--- config.mk ---
export PLATFORM = sky130hd
export DESIGN_NAME = rhd_cmd_sequencer
export DESIGN_NICKNAME = d
export VERILOG_FILES = /design/src/rtl/rhd_pkg.sv /design/src/rtl/rhd_slot_encoder.sv /design/src/rtl/rhd_cmd_sequencer.sv
export SDC_FILE = /design/constraint.sdc
export NUM_CORES = 1
export LEC_CHECK = 0
export ABC_AREA = 1
export BUFFER_PORTS_ARGS = -buffer_cell sky130_fd_sc_hd__buf_4
export CAP_MARGIN = 20
export CORE_UTILIZATION = 42
export CTS_CLUSTER_SIZE = 16
export DETAILED_ROUTE_END_ITERATION = 8
export GPL_TIMING_DRIVEN = 0
export SKIP_CTS_REPAIR_TIMING = 1
export SYNTH_ARGS = -nofsm -noshare
export SYNTH_HDL_FRONTEND = slang
export SYNTH_SLANG_ARGS = --single-unit
--- constraint.sdc ---
create_clock -name clk -period 2.85 [get_ports clk]
set_input_delay 0 -clock clk [delete_from_list [all_inputs] [get_ports clk]]
set_output_delay 0 -clock clk [all_outputs]
set_load 0.05 [all_outputs]
--- src/rtl/rhd_pkg.sv ---
// Shared constants and command-word helpers for the RHD command sequencer.
// Command word layout: [15:14] opcode, [13:8] register/channel, [7:0] data.
package rhd_pkg;

    localparam int NUM_CONV    = 32;
    localparam int NUM_PAD     = 2;
    localparam int NUM_AUX     = 6;
    localparam int FRAME_SLOTS = NUM_CONV + NUM_PAD + NUM_AUX;
    localparam int CFG_LEN     = 18;
    localparam int CAL_DUMMIES = 9;

    localparam logic [1:0] OP_CONVERT   = 2'b00;
    localparam logic [1:0] OP_CALIBRATE = 2'b01;
    localparam logic [1:0] OP_WRITE     = 2'b10;
    localparam logic [1:0] OP_READ      = 2'b11;

    localparam logic [15:0] CMD_CALIBRATE = 16'h5500;
    localparam logic [5:0]  PAD_REG       = 6'd40;

    // Slot landmarks, kept 6 bits wide to match the slot counter.
    localparam logic [5:0] SLOT_CFG_LAST = 6'(CFG_LEN - 1);
    localparam logic [5:0] SLOT_CAL      = 6'(CFG_LEN);
    localparam logic [5:0] SLOT_CAL_LAST = 6'(CFG_LEN + CAL_DUMMIES);
    localparam logic [5:0] SLOT_PAD0     = 6'(NUM_CONV);
    localparam logic [5:0] SLOT_AUX0     = 6'(NUM_CONV + NUM_PAD);
    localparam logic [5:0] SLOT_LAST     = 6'(FRAME_SLOTS - 1);

    localparam logic [7:0] CFG_ROM [CFG_LEN] = '{
        8'hDE, 8'h20, 8'h28, 8'h02, 8'h9C, 8'h00, 8'h00, 8'h00, 8'h16,
        8'h17, 8'hA8, 8'h0A, 8'hFF, 8'hFF, 8'hFF, 8'hFF, 8'hFF, 8'hFF
    };

    localparam logic [5:0] AUX_REGS [NUM_AUX] = '{
        6'd40, 6'd41, 6'd42, 6'd43, 6'd44, 6'd63
    };

    typedef enum logic {
        MODE_CFG = 1'b0,
        MODE_REC = 1'b1
    } mode_e;

    typedef enum logic [2:0] {
        ST_IDLE = 3'd0,
        ST_CFG  = 3'd1,
        ST_CAL  = 3'd2,
        ST_REC  = 3'd3,
        ST_DONE = 3'd4
    } state_e;

    function automatic logic [15:0] mk_write(input logic [5:0] r, input logic [7:0] d);
        return {OP_WRITE, r, d};
    endfunction

    function automatic logic [15:0] mk_read(input logic [5:0] r);
        return {OP_READ, r, 8'h00};
    endfunction

    function automatic logic [15:0] mk_convert(input logic [5:0] c);
        return {OP_CONVERT, c, 8'h00};
    endfunction

endpackage

--- src/rtl/rhd_slot_encoder.sv ---
// Combinational map from (mode, slot) to the 16-bit RHD command word.
module rhd_slot_encoder
    import rhd_pkg::*;
(
    input  mode_e       mode_i,
    input  logic [5:0]  slot_i,
    output logic [15:0] cmd_o
);

    logic [5:0] aux_off;

    always_comb begin
        aux_off = slot_i - SLOT_AUX0;
        // Dummy READ(40) covers the calibrate tail and the pipeline pads.
        cmd_o   = mk_read(PAD_REG);
        if (mode_i == MODE_CFG) begin
            if (slot_i <= SLOT_CFG_LAST) begin
                cmd_o = mk_write(slot_i, CFG_ROM[slot_i[4:0]]);
            end else if (slot_i == SLOT_CAL) begin
                cmd_o = CMD_CALIBRATE;
            end
        end else begin
            if (slot_i < SLOT_PAD0) begin
                cmd_o = mk_convert(slot_i);
            end else if (slot_i >= SLOT_AUX0) begin
                cmd_o = mk_read(AUX_REGS[aux_off[2:0]]);
            end
        end
    end

endmodule

--- src/rtl/rhd_cmd_sequencer.sv ---
// Command sequencer feeding the RHD SPI master: config list + calibrate, or looping record frames.
// Handshake: a word moves on a clk edge with cmd_valid && cmd_ready; until then the word and its tags hold.
module rhd_cmd_sequencer
    import rhd_pkg::*;
(
    input  logic        clk,
    input  logic        rstn,
    input  logic        config_start,
    input  logic        record_start,
    input  logic        record_stop,
    output logic [15:0] cmd_data,
    output logic        cmd_valid,
    input  logic        cmd_ready,
    output logic [5:0]  cmd_slot,
    output logic        frame_start,
    output logic        frame_end,
    output logic        busy,
    output logic        done,
    output logic [31:0] frame_count
);

    state_e      state_q, state_d;
    logic [5:0]  slot_q, slot_d;
    logic        stop_q, stop_d;
    logic [31:0] fcnt_q, fcnt_d;
    logic        xfer;
    logic        stop_now;
    mode_e       mode;
    logic [15:0] enc_word;

    rhd_slot_encoder u_enc (
        .mode_i (mode),
        .slot_i (slot_q),
        .cmd_o  (enc_word)
    );

    always_ff @(posedge clk or negedge rstn) begin
        if (!rstn) begin
            state_q <= ST_IDLE;
            slot_q  <= '0;
            stop_q  <= 1'b0;
            fcnt_q  <= '0;
        end else begin
            state_q <= state_d;
            slot_q  <= slot_d;
            stop_q  <= stop_d;
            fcnt_q  <= fcnt_d;
        end
    end

    always_comb begin
        state_d  = state_q;
        slot_d   = slot_q;
        stop_d   = stop_q;
        fcnt_d   = fcnt_q;
        xfer     = cmd_valid && cmd_ready;
        // A stop arriving on the slot-39 transfer still makes this frame the last.
        stop_now = stop_q || record_stop;
        case (state_q)
            ST_IDLE: begin
                slot_d = '0;
                if (config_start) begin
                    state_d = ST_CFG;
                end else if (record_start) begin
                    state_d = ST_REC;
                    fcnt_d  = '0;
                    stop_d  = 1'b0;
                end
            end
            ST_CFG: begin
                if (xfer) begin
                    slot_d = slot_q + 6'd1;
                    if (slot_q == SLOT_CFG_LAST) begin
                        state_d = ST_CAL;
                    end
                end
            end
            ST_CAL: begin
                if (xfer) begin
                    if (slot_q == SLOT_CAL_LAST) begin
                        state_d = ST_DONE;
                        slot_d  = '0;
                    end else begin
                        slot_d = slot_q + 6'd1;
                    end
                end
            end
            ST_REC: begin
                stop_d = stop_now;
                if (xfer) begin
                    if (slot_q == SLOT_LAST) begin
                        slot_d = '0;
                        fcnt_d = fcnt_q + 32'd1;
                        if (stop_now) begin
                            state_d = ST_DONE;
                        end
                    end else begin
                        slot_d = slot_q + 6'd1;
                    end
                end
            end
            ST_DONE: begin
                state_d = ST_IDLE;
                slot_d  = '0;
            end
            default: begin
                state_d = ST_IDLE;
                slot_d  = '0;
            end
        endcase
    end

    always_comb begin
        mode        = (state_q == ST_REC) ? MODE_REC : MODE_CFG;
        cmd_valid   = (state_q == ST_CFG) || (state_q == ST_CAL) || (state_q == ST_REC);
        busy        = cmd_valid;
        done        = (state_q == ST_DONE);
        cmd_data    = cmd_valid ? enc_word : 16'h0000;
        cmd_slot    = slot_q;
        frame_start = (state_q == ST_REC) && (slot_q == 6'd0);
        frame_end   = (state_q == ST_REC) && (slot_q == SLOT_LAST);
        frame_count = fcnt_q;
    end

endmodule

---- Word level (Yosys, flattened, before mapping) ----
Memories as Yosys holds them, arrays and structs flattened.
Cells that the tools add are included.
W data, S select, Z words.
word-level totals
  bits in registers ....................... 42
  bits in read-only memories .............. 304
  input bits .............................. 6
  output and inout port bits .............. 59
  word-level logic and storage cells ...... 82
  memories ................................ 2
memory list
  memory           words  width  rd ports  clocked after Yosys merged registers in  write ports  RTL line                text
  (no name shown)  32     8      1         0                                        0            rhd_slot_encoder.sv:18  cmd_o = mk_write(slot_i, CFG_ROM[slot_i[4:0]]);
  (no name shown)  8      6      1         0                                        0            rhd_slot_encoder.sv:26  cmd_o = mk_read(AUX_REGS[aux_off[2:0]]);
cells by class
  add/sub/neg operators ................... 3
  magnitude comparators ................... 5
  eq/ne operators ......................... 18
  muxes and demuxes ....................... 35
  bitwise logic cells ..................... 2
  reduce and logical (&&, ||, !) cells .... 13
operators with widths
  cell                     number
  $mux W32                 4
  $mux W16                 5
  $pmux W32 S2             1
  $mux W6                  7
  $add A32 B1 Y32 const B  1
  $mux W3                  9
  $eq A6 B5 Y1 const B     3
  $ne A2 B2 Y1 const B     9
  $pmux W6 S3              1
  $mux W8                  2
  $mux W14                 1
  $ge A6 B6 Y1 const B     2
  $pmux W3 S4              1
  $reduce_and A8 Y1        1
  $add A6 B1 Y6 const B    1
  $eq A3 B2 Y1 const B     2
  $eq A6 B6 Y1 const B     1
  $le A6 B5 Y1 const B     1
  $logic_not A6 Y1         1
  $lt A6 B6 Y1 const B     1
  $not A5 Y6               1
  $reduce_and A3 Y1        2
  $reduce_and A5 Y1        1
  $ge A4 B4 Y1 const B     1
  11 further kinds         17

---- Longest topological paths before layout ----
Gate-level depths: netlist (run 1).
  depth in word-level cells ............... 9
  depth in mapped cells ................... 11
  mapped depth without buffers ............ 10

---- Cells and area by module ----
Synthesis (run 1) repeated with hierarchy kept, for this count alone.
second synthesis, totals
  cells, all modules ...................... 571
  area total of the unflattened synthesis .. 3445.8 um2
modules (own cells, without submodules)
  module             instances  cells each  area each (um2)  sequential area each (um2)
  rhd_cmd_sequencer  1          479         2964.1           1051.0
  rhd_slot_encoder   1          92          481.7            0.0

---- Worst setup path before layout (run 1) ----
OpenSTA, ideal clock, no wires.
  kind .................................... reg-to-output
  start ................................... register state_q[0]
  end ..................................... output port cmd_data[4]
  data arrival time ....................... 2.784 ns
  required time ........................... 2.850 ns
  path slack .............................. 0.066 ns
  cell stages (with the launch flop) ...... 6
  buffers on the path ..................... 1
  cells stage by stage .................... dfrtp_1 nor2_1 nor2_1 nand3_1 nor2_1 buf_4
on the way
  longest elaborated chain between the ends .. 4
  elaborated cells between the ends (all ways) .. 8
  those cells by class .................... 3 x eq/ne; 3 x mux; 2 x reduce/logical
RTL lines
  what                                          RTL line                  text
  from (decl)                                   rhd_cmd_sequencer.sv:22   state_e state_q, state_d;
  from (signal assigned)                        rhd_cmd_sequencer.sv:44   state_q <= state_d;
  $eq A3 B1 Y1 or $eq A3 B2 Y1 (tied branches)  rhd_cmd_sequencer.sv:115  cmd_valid = (state_q == ST_CFG) || (state_q == ST_CAL) || (state_q == ST_REC);
  $logic_or A1 B1 Y1                            rhd_cmd_sequencer.sv:115
  $logic_or A1 B1 Y1 (*)                        rhd_cmd_sequencer.sv:115
  net busy                                      rhd_cmd_sequencer.sv:17   output logic busy,
  $mux W16 (*)                                  rhd_cmd_sequencer.sv:118  cmd_data = cmd_valid ? enc_word : 16'h0000;
  to (decl)                                     rhd_cmd_sequencer.sv:11   output logic [15:0] cmd_data,
The timed path passes the listed nets; every way through them passes the cells marked *.

---- Final worst setup path (run 1) ----
  start ................................... register slot_q[1], in the netlist cmd_slot[1]
  end ..................................... output port cmd_data[4]
on the way
  longest elaborated chain between the ends .. 7
  elaborated cells between the ends (all ways) .. 10
  those cells by class .................... 2 x order compare; 6 x mux; 1 x bitwise; 1 x memory
RTL lines
  what                                        RTL line                  text
  from (decl)                                 rhd_cmd_sequencer.sv:23   logic [5:0] slot_q, slot_d;
  from (signal assigned)                      rhd_cmd_sequencer.sv:45   slot_q <= slot_d;
  $not A5 Y6 (not written as such)            rhd_slot_encoder.sv:18
  $mem_v2 Z32 W8                              n/a
  $mux W8 (not written as such) (2 in a row)  rhd_slot_encoder.sv:18
  $mux W16                                    rhd_slot_encoder.sv:17    if (slot_i <= SLOT_CFG_LAST) begin
  $mux W16 (*)                                rhd_slot_encoder.sv:16    if (mode_i == MODE_CFG) begin
  $mux W16 (*)                                rhd_cmd_sequencer.sv:118
Mark *: on every way between the ends. The rest lies on a longest branch, timed or not. The select of a mux whose other input is x is not followed.

==> flow_metrics.py, run 1 <==
metrics = {
    "finish": {
        "final_area_um2": 3890,
        "finalNonFillerCells": 674,
        "syn_to_final_growth_pct": 22.5,
        "nFillCells": 767,
        "multi_input_area_um2": 1850,
        "fin_util": 0.534,
        "diodes": 0,
        "final_nets": 591,
        "seq_area_um2": 1050,
        "drive_gt1_frac": 0.163,
    },
    "run": {
        "maxCapViolCount": 0,
    },
    "critical_path": {
        "r2r-end": "frame_count[15]",
        "cp_slowest_cell": "dfrtp_1",
        "path_delay_family": "flip-flops",
        "worst_ep_arrival_time_ns": 2.47,
        "endpoint_kind": "output pin",
        "cp-start-kind": "register",
        "crit_top_cell": "buf_4",
        "path_cells": "inv_1 > ha_1 > o21ai_0 > a21oi_2 > nand3_1 > nor2_1 > buf_4 > buf_4",
        "slowest_delay_ns": 0.54,
        "r2r_slack_ns": 0.82,
        "crit_buf_inv": 3,
        "crit_required_ns": 2.85,
        "reg2reg_from": "cmd_slot[1]",
        "crit_path_max_fanout": 11,
        "worstSetupPathType": "register to output pin",
        "r2r_cells": 11,
    },
    "timing": {
        "fin_hold_ws_ns": -0.0178,
        "slew_viol_final": 0,
        "tightest_slew_ns": 0.543,
        "finalCritPeriodShare": 0.866,
        "setup_tns_ns": 0,
        "rsz0062_at_grt": "no",
        "fmax_mhz": 405,
        "clock-skew-final_ns": 0.00560,
        "period_needed_ns": 2.47,
        "hold_violations": 1,
        "slew_headroom": 0.637,
        "setup_viol": 0,
        "final.setup.worst_slack_ns": 0.382,
    },
    "grt": {
        "antenna_found_initial": 0,
        "overflow": 0,
        "grt_pass1_wl_mm": 14.8,
        "grt_pass1_vias": 3186,
        "grt_start_max_net_pins": 43,
        "grt_usage": 0.245,
    },
    "worst_hold_path": {
        "hold_path_end": "stop_q",
        "worstHoldStart": "record_stop",
        "whs_path_depth": 3,
        "min_path_type": "primary input to register",
    },
    "power_and_ir_drop": {
        "irDropWorstVdd_uv": 702,
        "powerDensity_nw_per_um2": 807,
        "internal_power_mw": 1.44,
        "leakage_nw": 1.95,
        "sw_frac_of_total": 0.541,
        "p_comb_frac": 0.643,
        "sequentialPowerShare": 0.227,
        "p_switching_mw": 1.70,
        "clkPwrFrac": 0.130,
        "power_mw": 3.14,
    },
    "clocking": {
        "numCtsBuffers": 5,
        "cts_max_path_buffers": 2,
        "clkTransAtPathRegs_ns": 0.08,
        "clk-insertion-delay-late_ns": 0.30,
        "cts_tree": "done",
        "htree_levels": 2,
        "clock-sinks": 42,
        "cts-root-buf": "clkbuf_8",
    },
    "yosys": {
        "synthXorXnorAreaFrac": 0.00551,
        "synth_top_family_by_area": "simple AND/OR/NAND/NOR gates",
        "synthSimpleGateAreaFrac": 0.450,
        "muxShareOfSynthArea": 0,
        "syn_nets": 518,
        "synth-seq-cells": 42,
        "synth-seq-area-share": 0.331,
        "ys_types": 27,
        "syn-instance-count": 501,
        "syn_area_um2": 3180,
        "synthAdderAreaFrac": 0.0433,
        "avgSynthCellArea_um2": 6.34,
        "synth-compound-area-share": 0.0843,
        "synth_warnings": 0,
    },
    "floorplanning": {
        "die_area_um2": 7920,
        "die_w_um": 89.0,
        "rows": 31,
        "start_util": 0.436,
        "io_pins": 65,
        "die_h_um": 89.0,
        "core_area_um2": 7290,
    },
    "route": {
        "drt_first_iter_violations": 164,
        "via_per_inst": 5.14,
        "ant_nets": 0,
        "remaining_drc_errors": 0,
        "drt-total-wl_mm": 9.15,
        "dr_total_vias": 3465,
        "routedWlPerCell_um": 13.6,
        "drt_pass1_iterations": 4,
    },
    "placement": {
        "numPortBuffers": 64,
        "dpl_cell_area_um2": 3780,
        "pre_cts_slack_ns": 0.724,
        "place_hpwl_mm": 7.07,
        "place.gp.congestion": 0.892,
        "place_inst": 664,
    },
    "run_status": {
        "outcome": "finished with violations",
        "violations": "negative hold slack",
    },
}
placed cells by master, fill, tap and decap left out, types with 6 or more instances in the layout:
master and n:
nand2_1 161, nor2_1 102, buf_4 67, nand3_1 51, dfrtp_1 42, inv_1 37
a21oi_1 32, nand4_1 13, o21ai_0 11, ha_1 11, buf_6 7, nor3_1 7
clkbuf_8 6
routing by layer:
metal | vias up | track usage | wire, µm | part of all wire
met1 | 1589 | 0.290 | 3920 | 0.43
met4 | 0 | 0.130 | 336 | 0.037
met5 | - | 0 | 0 | 0
met3 | 21 | 0.0332 | 387 | 0.042
li1 | 1758 | - | - | -
met2 | 97 | 0.432 | 4510 | 0.49
worst register-to-register path, delay by kind of cell (launching register included):
family	cells	cell delay (ns)
adders and majority gates	1	0.27
DFF	1	0.60
buffers and inverters	1	0.18
and+or+nand+nor	9	0.90
power by group through the flow:
stage / sequential, mW / clock (mW) / combinational, mW
after floorplan: 0.762 / 0 / 1.45
after global placement: 0.723 / 0 / 2.02
after detailed placement: 0.724 / 0 / 2.03
after CTS: 0.713 / 0.421 / 2.03
after global routing: 0.720 / 0.444 / 2.21
final: 0.713 / 0.407 / 2.02
Yosys cell counts:
master,count,share of area
a211oi_1,1,0.0024
a21oi_1,32,0.050
a21oi_2,1,0.0028
a31oi_1,1,0.0020
buf_2,2,0.0032
buf_4,3,0.0071
buf_6,7,0.025
clkbuf_1,2,0.0024
clkinv_1,1,0.0012
dfrtp_1,42,0.33
ha_1,11,0.043
inv_1,37,0.044
inv_2,3,0.0035
nand2_1,161,0.19
nand2_2,3,0.0059
nand2_4,1,0.0035
nand3_1,51,0.080
nand3_2,1,0.0032
nand4_1,13,0.026
nor2_1,102,0.12
nor2_4,1,0.0035
nor2_8,1,0.0063
nor3_1,7,0.011
o211ai_1,1,0.0024
o21ai_0,11,0.017
o21bai_1,3,0.0071
xor2_1,2,0.0055
flip-flops by register name, summed over array words and instances, names as in the netlist:
register	count
stop_q	1
cmd_slot	6
state_q	3
frame_count	32
cell families after synthesis:
family,Yosys count
AOI/OAI and AO/OA,50
adders and majority gates,11
xor gates and xnor gates,2
buffers and inverters,55
DFF,42
and+or+nand+nor,341
cell type report:
class,instances,share of cell area
plain buffers,14,0.0305
clock buffers,7,0.0222
clock inverters,1,0.00129
inverters,41,0.0395
multi-input cells,404,0.476
flip-flops and latches,42,0.270
well taps,99,0.0318
repair buffers,66,0.129
worst max-delay path by stage:
stage | cells after the start | end | startpoint
after global routing | 8 | cmd_data[4] | cmd_slot[1]
after detailed placement | 8 | cmd_data[4] | cmd_slot[1]
after CTS | 8 | cmd_data[4] | cmd_slot[1]
after floorplan | 5 | cmd_data[4] | state_q[0]
after global placement | 8 | cmd_data[4] | cmd_slot[1]
final | 8 | cmd_data[4] | cmd_slot[1]
(Power assumes the default switching activity.)
==> run 2: changes to the inputs <==
Settings changed: ABC_CLOCK_PERIOD_IN_PS set to 2850, PLACE_DENSITY set to 0.61.
==> run 2 against run 1 <==
  * The flow still finishes with violations (negative hold slack)
  * Utilization is 0.052 points higher
  * Sequential share of layout area hardly changed
  * First-iteration DRC count is 26% higher
  * Critical path depth stayed put
  * Critical endpoint unchanged
==> flow_metrics.py, run 2 (same netlist as run 1, synthesis figures left out) <==
metrics = {
    "timing": {
        "rsz0062_at_grt": "no",
        "fin_hold_ws_ns": -0.000174,
        "final.setup.worst_slack_ns": 0.380,
        "setup_tns_ns": 0,
        "tightest_slew_ns": 0.578,
        "fmax_mhz": 405,
        "finalCritPeriodShare": 0.866,
        "setup_viol": 0,
        "clock-skew-final_ns": 0.0129,
        "slew_headroom": 0.613,
        "period_needed_ns": 2.47,
        "hold_violations": 1,
        "slew_viol_final": 0,
    },
    "clocking": {
        "clk-insertion-delay-late_ns": 0.29,
        "clock-sinks": 42,
        "clkTransAtPathRegs_ns": 0.08,
        "cts_max_path_buffers": 2,
        "htree_levels": 2,
        "cts_tree": "done",
        "numCtsBuffers": 5,
        "cts-root-buf": "clkbuf_8",
    },
    "run_status": {
        "violations": "negative hold slack",
        "outcome": "finished with violations",
    },
    "power_and_ir_drop": {
        "p_switching_mw": 1.71,
        "leakage_nw": 1.95,
        "powerDensity_nw_per_um2": 810,
        "p_comb_frac": 0.643,
        "sequentialPowerShare": 0.226,
        "irDropWorstVdd_uv": 728,
        "clkPwrFrac": 0.131,
        "internal_power_mw": 1.44,
        "sw_frac_of_total": 0.543,
    },
    "route": {
        "drt_pass1_iterations": 5,
        "ant_nets": 0,
        "dr_total_vias": 3467,
        "drt-total-wl_mm": 9.12,
        "routedWlPerCell_um": 13.5,
        "via_per_inst": 5.14,
        "drt_first_iter_violations": 206,
        "remaining_drc_errors": 0,
    },
    "run": {
        "maxCapViolCount": 0,
    },
    "placement": {
        "place_hpwl_mm": 7.02,
        "pre_cts_slack_ns": 0.711,
        "place_inst": 664,
        "place.gp.congestion": 0.923,
        "numPortBuffers": 64,
    },
    "grt": {
        "grt_usage": 0.240,
        "overflow": 0,
        "antenna_found_initial": 0,
        "grt_pass1_wl_mm": 14.7,
        "grt_pass1_vias": 3111,
        "grt_start_max_net_pins": 43,
    },
    "finish": {
        "syn_to_final_growth_pct": 22.6,
        "diodes": 0,
        "nFillCells": 772,
        "finalNonFillerCells": 674,
        "final_common_cell": "nand2_1",
        "final_cell_mix": "nand2_1, nor2_1, buf_4",
        "largest_reg_flops": 32,
        "drive_gt1_frac": 0.165,
        "final_nets": 591,
    },
    "floorplanning": {
        "rows": 31,
        "core_area_um2": 7290,
        "die_w_um": 89.0,
        "die_h_um": 89.0,
        "start_util": 0.436,
        "io_pins": 65,
        "die_area_um2": 7920,
    },
    "critical_path": {
        "r2r_cells": 11,
        "r2r_slack_ns": 0.83,
        "reg2reg_from": "cmd_slot[1]",
        "worst_ep_arrival_time_ns": 2.47,
        "crit_path_max_fanout": 11,
        "crit_required_ns": 2.85,
        "worstSetupPathType": "register to output pin",
        "cp-start-kind": "register",
        "r2r-end": "frame_count[16]",
        "endpoint_kind": "output pin",
    },
    "worst_hold_path": {
        "min_path_type": "primary input to register",
        "whs_path_depth": 3,
        "hold_path_end": "stop_q",
        "worstHoldStart": "record_stop",
    },
}
-- run 2: cell types whose count changed in the layout (fill, tap and decap cells not counted) --
cell        before  now
clkbuf_1         3    2
clkinvlp_4       0    1
-- run 2: through the flow --
stage	area [µm²]	total power, mW	utilization	hold slack (ns)
floorplan	3180	2.21	-	-0.296
global placement	3780	2.74	0.519	0.0260
detailed placement	3780	2.76	0.519	0.0289
CTS	3880	3.18	0.532	-0.300
global route	3900	3.38	0.534	0.0227
finish	3900	3.16	0.534	-0.000174
-- run 2: critical path, cell delays in order (launching register included) --
cell and delay, ns:
dfrtp_1 0.53, inv_1 0.22, ha_1 0.23, o21ai_0 0.12, a21oi_2 0.29, nand3_1 0.28, nor2_1 0.21, buf_4 0.13
buf_4 0.18
-- run 2: how the worst max path moves through the flow --
stage               slack (ns)           to        start
CTS                       0.38  cmd_data[4]  cmd_slot[1]
finish                    0.38  cmd_data[4]  cmd_slot[1]
global route              0.19  cmd_data[4]  cmd_slot[1]
detailed placement        0.71  cmd_data[4]  cmd_slot[1]
floorplan                 0.07  cmd_data[4]   state_q[0]
global placement          0.72  cmd_data[4]  cmd_slot[1]
-- run 2: final cells by class --
cell class | count | area, µm² | area share
multi-input combinational | 404 | 1850 | 0.476
sequential | 42 | 1050 | 0.270
timing repair buffer | 66 | 500 | 0.128
inverter | 41 | 154 | 0.0395
tap | 99 | 124 | 0.0318
buffer | 14 | 119 | 0.0305
clock buffer | 6 | 82.6 | 0.0212
clock inverter | 2 | 12.5 | 0.00321
-- run 2: metal layers --
layer	wire [µm]	global-route usage
met5	0	0
met4	183	0.0924
met3	421	0.0342
met2	4640	0.427
met1	3880	0.294
-- run 2: power groups by stage --
stage	Combinational (mW)	Clock, mW	Sequential [mW]
after global routing	2.20	0.460	0.719
after detailed placement	2.03	0	0.721
after global placement	2.02	0	0.721
final	2.03	0.414	0.712
after floorplan	1.45	0	0.762
after CTS	2.04	0.429	0.710
